## src/rtl/fpu_out_sched.sv

```systemverilog
// fpu_out_sched: picks one of the divide, multiply and add result pipes for
// the single CPX request slot and registers the winner's ID, thread and pipe
// onehot. Divide has top priority and add/mul alternate round-robin.
// Optional macro FPU_OUT_STARVE_EN adds a saturating counter. After
// STARVE_MAX consecutive divide grants taken while add or mul is waiting,
// the add/mul round-robin winner is granted ahead of divide.
module fpu_out_sched #(
  parameter int ID_W       = 10,
  parameter int STARVE_MAX = 4
) (
  input  logic            rclk,
  input  logic            rst,
  input  logic            div_req,
  input  logic            mul_req,
  input  logic            add_req,
  input  logic [ID_W-1:0] div_id,
  input  logic [ID_W-1:0] mul_id,
  input  logic [ID_W-1:0] add_id,
  input  logic            cpx_stall,
  output logic            div_gnt,
  output logic            mul_gnt,
  output logic            add_gnt,
  output logic [ID_W-3:0] fp_cpx_req_cq,
  output logic [1:0]      req_thread,
  output logic [2:0]      dest_rdy,
  output logic            req_vld
);

  // Stop elaboration if the counter limit does not fit the 4-bit counter.
  if (STARVE_MAX < 1 || STARVE_MAX > 15) begin : g_bad_starve_max
    $error("fpu_out_sched: STARVE_MAX must be in 1..15");
  end

  typedef struct packed {
    logic [ID_W-3:0] vec;
    logic [1:0]      thr;
  } cpx_req_t;

  logic     add_ptr_q, add_ptr_d;   // 1 = add preferred over mul
  logic     can_gnt;
  logic     rr_any, rr_add, rr_mul;
  logic     preempt;
  cpx_req_t win_d;

  assign can_gnt = !rst && !cpx_stall;
  assign rr_any  = add_req || mul_req;
  assign rr_add  = add_req && (add_ptr_q || !mul_req);
  assign rr_mul  = mul_req && (!add_ptr_q || !add_req);

`ifdef FPU_OUT_STARVE_EN
  localparam logic [3:0] STARVE_LIM = 4'(STARVE_MAX);

  logic [3:0] starve_q, starve_d;

  assign preempt = (starve_q == STARVE_LIM) && rr_any;

  // Count divide grants taken while add/mul wait. A stall freezes the count.
  always_comb begin
    starve_d = starve_q;
    if (cpx_stall) begin
      starve_d = starve_q;
    end else if (!rr_any || add_gnt || mul_gnt) begin
      starve_d = '0;
    end else if (div_gnt && starve_q != STARVE_LIM) begin
      starve_d = starve_q + 4'd1;
    end
  end

  // Starvation counter register.
  always_ff @(posedge rclk) begin
    if (rst) starve_q <= '0;
    else     starve_q <= starve_d;
  end
`else
  assign preempt = 1'b0;
`endif

  // Grants. At most one is high, and none is high during reset or stall.
  assign div_gnt = can_gnt && div_req && !preempt;
  assign mul_gnt = can_gnt && rr_mul && (!div_req || preempt);
  assign add_gnt = can_gnt && rr_add && (!div_req || preempt);

  // Winner ID mux. With no grant the fields load as zero.
  always_comb begin
    win_d = '0;
    if (div_gnt)      win_d = cpx_req_t'(div_id);
    else if (mul_gnt) win_d = cpx_req_t'(mul_id);
    else if (add_gnt) win_d = cpx_req_t'(add_id);
  end

  // The pointer flips only when an add or mul actually wins the slot.
  always_comb begin
    add_ptr_d = add_ptr_q;
    if (add_gnt || mul_gnt) add_ptr_d = !add_ptr_q;
  end

  // Arbitration state and the registered CPX request.
  always_ff @(posedge rclk) begin
    if (rst) begin
      add_ptr_q     <= 1'b0;
      req_vld       <= 1'b0;
      dest_rdy      <= 3'b000;
      fp_cpx_req_cq <= '0;
      req_thread    <= 2'b00;
    end else begin
      add_ptr_q     <= add_ptr_d;
      req_vld       <= div_gnt || mul_gnt || add_gnt;
      dest_rdy      <= {div_gnt, mul_gnt, add_gnt};
      fp_cpx_req_cq <= win_d.vec;
      req_thread    <= win_d.thr;
    end
  end

endmodule
```

## config.mk

```make
export PLATFORM = sky130hd
export DESIGN_NAME = fpu_out_sched
export DESIGN_NICKNAME = d
export VERILOG_FILES = /design/src/rtl/fpu_out_sched.sv
export SDC_FILE = /design/constraint.sdc
export NUM_CORES = 1
export LEC_CHECK = 0
export ABC_AREA = 1
export BUFFER_PORTS_ARGS = -buffer_cell sky130_fd_sc_hd__clkbuf_2
export CAP_MARGIN = 20
export CORE_AREA = 2 2 47 49
export CTS_CLUSTER_DIAMETER = 80
export DETAILED_ROUTE_END_ITERATION = 10
export DIE_AREA = 0 0 49 51
export PLACE_DENSITY = 0.72
export SETUP_SLACK_MARGIN = 0.4
export SYNTH_ARGS = -nofsm -noshare
export SYNTH_HDL_FRONTEND = slang
export SYNTH_SLANG_ARGS = --single-unit
export TNS_END_PERCENT = 30
```

## constraint.sdc

```tcl
create_clock -name rclk -period 1.2 [get_ports rclk]
set_input_delay 0.24 -clock rclk [delete_from_list [all_inputs] [get_ports rclk]]
set_output_delay 0.24 -clock rclk [all_outputs]
set_load 0.005 [all_outputs]
```

==> insert_results.sql <==
INSERT INTO impl_metrics (metric_group, metric, value, unit) VALUES
('die', 'boundaryPins', '53', ''),
('cells_and_area', 'num-fill-cells', '186', ''),
('cells_and_area', 'diodes', '0', ''),
('cells_and_area', 'finish.utilization', '59.2', '%'),
('timing', 'number_of_setup_violations_in_the_final_report', '2', ''),
('die', 'dieHeight', '51', 'um'),
('power', 'power.leakage', '0.000731', 'uW'),
('clock_tree', 'clk_transition_reported_paths', '0.10', 'ns'),
('timing', 'final_critical_path_setup_slack', '-0.0345', 'ns'),
('grt', 'grt-ovfl-total', '0', ''),
('cells_and_area', 'area_delta_synth_final', '73.8', '%'),
('route', 'detailedRoute.firstPassIterationCount', '4', ''),
('grt', 'antenna_found_initial', '0', ''),
('route', 'dr.first_iter.drc_count', '6', ''),
('flow_run', 'timing.max_cap.violations', '0', ''),
('timing', 'timing.slew.headroom', '89.5', '%'),
('synthesis', 'ys.flop_type', 'sky130_fd_sc_hd__dfxtp_1', ''),
('run_status', 'run_status', 'complete, but fails checks', ''),
('synthesis', 'synth_async_sr_flop_share', '0', '%'),
('grt', 'largest_net_degree_at_the_start_of_global_routing', '12', ''),
('cells_and_area', 'drive_above_1_share', '78.6', '%'),
('worst_hold_path', 'worstHoldPathType', 'in -> reg', ''),
('cells_and_area', 'post_layout_nonfiller_instances', '173', ''),
('timing', 'max_clock_freq', '810', 'MHz'),
('synthesis', 'synth_top_cell_by_area', 'sky130_fd_sc_hd__dfxtp_1', ''),
('synthesis', 'synth-edff-count', '0', ''),
('route', 'drtAntennaViolNets', '0', ''),
('worst_setup_path', 'worst_ep_required_time', '0.96', 'ns'),
('synthesis', 'synth.avg_cell_area', '8.79', 'um2'),
('timing', 'setup_repair_after_global_routing_missed_its_margin', 'true', ''),
('grt', 'global_route_wire_length_before_repair', '3020', 'um'),
('clock_tree', 'cts_num_sinks', '15', ''),
('grt', 'first_global_vias', '678', ''),
('synthesis', 'synth_cells', '80', ''),
('place', 'place.detailed.instances', '162', ''),
('worst_setup_path', 'startpoint_type', 'register', ''),
('clock_tree', 'cts_made_buffers', '3', ''),
('route', 'dr_total_vias', '766', ''),
('timing', 'layout_worst_path_cycle_share', '103', '%'),
('route', 'drt_drc_violations_left', '0', ''),
('die', 'placement_rows', '17', ''),
('grt', 'grtUsageTotal', '15.7', '%'),
('synthesis', 'synth.top_cells.by_count', 'sky130_fd_sc_hd__nand2_1, sky130_fd_sc_hd__dfxtp_1, sky130_fd_sc_hd__nand2_2, sky130_fd_sc_hd__nand3_2, sky130_fd_sc_hd__inv_1', ''),
('timing', 'tightestPinTransition', '0.157', 'ns'),
('worst_setup_path', 'arrival', '0.99', 'ns'),
('power', 'cellPowerDensity', '841', 'nW/um2'),
('worst_setup_path', 'worstSetupEndpointType', 'output port', ''),
('clock_tree', 'clk_latency', '0.28', 'ns'),
('place', 'detailedPlacementHpwl', '1380', 'um'),
('route', 'route.detailed.wl_per_inst', '10.9', 'um'),
('die', 'die_x', '49', 'um'),
('run_status', 'violated_checks', 'setup timing', ''),
('synthesis', 'netlist-cell-type-count', '19', ''),
('timing', 'finalHoldViolations', '0', ''),
('synthesis', 'share_of_the_synthesized_area_in_the_top_cell_type', '42.7', '%'),
('worst_setup_path', 'timing_worst_setup_path_type', 'reg -> out', ''),
('cells_and_area', 'multiInputGateArea', '398', 'um2'),
('place', 'place.port_buffers', '52', ''),
('place', 'place_congestion', '0.737', ''),
('clock_tree', 'cts_hold_buffers', '0', ''),
('power', 'ir_drop', '0.524', 'mV'),
('synthesis', 'post_synth_main_area_contributors', 'sky130_fd_sc_hd__dfxtp_1, sky130_fd_sc_hd__nand2_1, sky130_fd_sc_hd__nand3_2', ''),
('timing', 'clock-skew-final', '0.00327', 'ns'),
('route', 'routed_wirelength', '1890', 'um'),
('die', 'floorplan.initialDensity', '34.1', '%'),
('cells_and_area', 'finish.net_count', '182', ''),
('place', 'place_worst_setup_slack', '0.0695', 'ns'),
('synthesis', 'synth.cell_area', '703', 'um2'),
('timing', 'crit_path_time_final', '1.23', 'ns'),
('synthesis', 'synth_seq_area_share', '42.7', '%'),
('clock_tree', 'clock_tree_from_tritoncts', 'built', '');
-- timing repair --
item | 4_1_cts | 5_1_grt
pin swaps | 4 | 10
setup buffers | 5 | 2
endpoints found under the setup margin | 28 | 31
resized for setup | 14 | 30
-- state kept, by name, summed over array words and instances, names as in the netlist --
signal / flops
req_thread: 2
dest_rdy: 3
req_vld: 1
fp_cpx_req_cq: 8
add_ptr_q: 1
-- final cells by class --
type / count / share of cell area, %
well taps: 28 / 2.87
clock inverters: 1 / 0.409
repair buffers: 64 / 34.0
clock buffers: 3 / 1.84
multi-input cells: 54 / 32.5
inverters: 8 / 2.87
flip-flops and latches: 15 / 25.5
-- stage by stage --
stage	TNS, ns	hold slack, ns	cell area [um2]
after floorplan	0	0.317	709
after global routing	-0.200	0.142	1220
after global placement	0	0.443	1010
final	-0.0681	0.150	1220
after detailed placement	0	0.446	1010
after CTS	-0.0932	0.152	1120
-- final timing paths --
path / from / to / slack, ns / cells past startpoint
hold / removal: add_id[1] / req_thread[1] / 0.15 / 3
setup reg to reg: add_ptr_q / add_ptr_q / 0.09 / 7
hold reg to reg: add_ptr_q / req_vld / 0.59 / 3
setup / recovery: add_ptr_q / mul_gnt / -0.03 / 4
-- critical path: stages, from the launching register on --
cell                       delay, ns
sky130_fd_sc_hd__dfxtp_2        0.34
sky130_fd_sc_hd__nand2_2        0.08
sky130_fd_sc_hd__nand4_4        0.11
sky130_fd_sc_hd__inv_4          0.08
sky130_fd_sc_hd__clkbuf_2       0.10
-- report_power, final --
group	internal (uW)	switching (uW)	leakage, uW	total, uW
combinational	110	94.4	0.000587	205
sequential	525	8.02	0.000127	533
clock	123	167	0.0000177	290
-- logic make-up (layout without fill, tap and decap cells) --
family | count (synthesis) | count (layout) | synth area share [%]
buffers and inverters | 11 | 76 | 9.79
AO/OA/AOI/OAI | 2 | 2 | 1.60
AND/OR/NAND/NOR | 52 | 52 | 45.9
flip-flops | 15 | 15 | 42.7
-- routing by layer --
metal  GRT usage [%]  routed length (um)  vias up
li1                -                   -      380
met1            19.7                 783      341
met2            25.8                 892       41
met3            4.39                 191        4
met4            5.71                  22        0
met5               0                   0        -
-- placed cells by master (no fill, tap or decap) --
cell type,instances
sky130_fd_sc_hd__nand4_4,1
sky130_fd_sc_hd__nor2_1,1
sky130_fd_sc_hd__nand3_2,10
sky130_fd_sc_hd__clkbuf_2,42
sky130_fd_sc_hd__nand2_1,16
sky130_fd_sc_hd__nand2_4,6
sky130_fd_sc_hd__dfxtp_1,6
sky130_fd_sc_hd__nor2_4,1
sky130_fd_sc_hd__nor2_2,1
sky130_fd_sc_hd__inv_1,5
sky130_fd_sc_hd__buf_4,7
sky130_fd_sc_hd__inv_2,1
sky130_fd_sc_hd__buf_6,9
sky130_fd_sc_hd__buf_2,3
sky130_fd_sc_hd__nand3_1,1
sky130_fd_sc_hd__nand3_4,1
sky130_fd_sc_hd__clkbuf_8,1
sky130_fd_sc_hd__buf_8,1
sky130_fd_sc_hd__a31oi_1,1
sky130_fd_sc_hd__a21oi_2,1
sky130_fd_sc_hd__nor3_2,1
sky130_fd_sc_hd__inv_4,2
sky130_fd_sc_hd__clkbuf_4,4
sky130_fd_sc_hd__dfxtp_2,9
sky130_fd_sc_hd__clkinv_2,1
sky130_fd_sc_hd__nand2_2,12
sky130_fd_sc_hd__nor3_1,1
(Power assumes the default switching activity.)
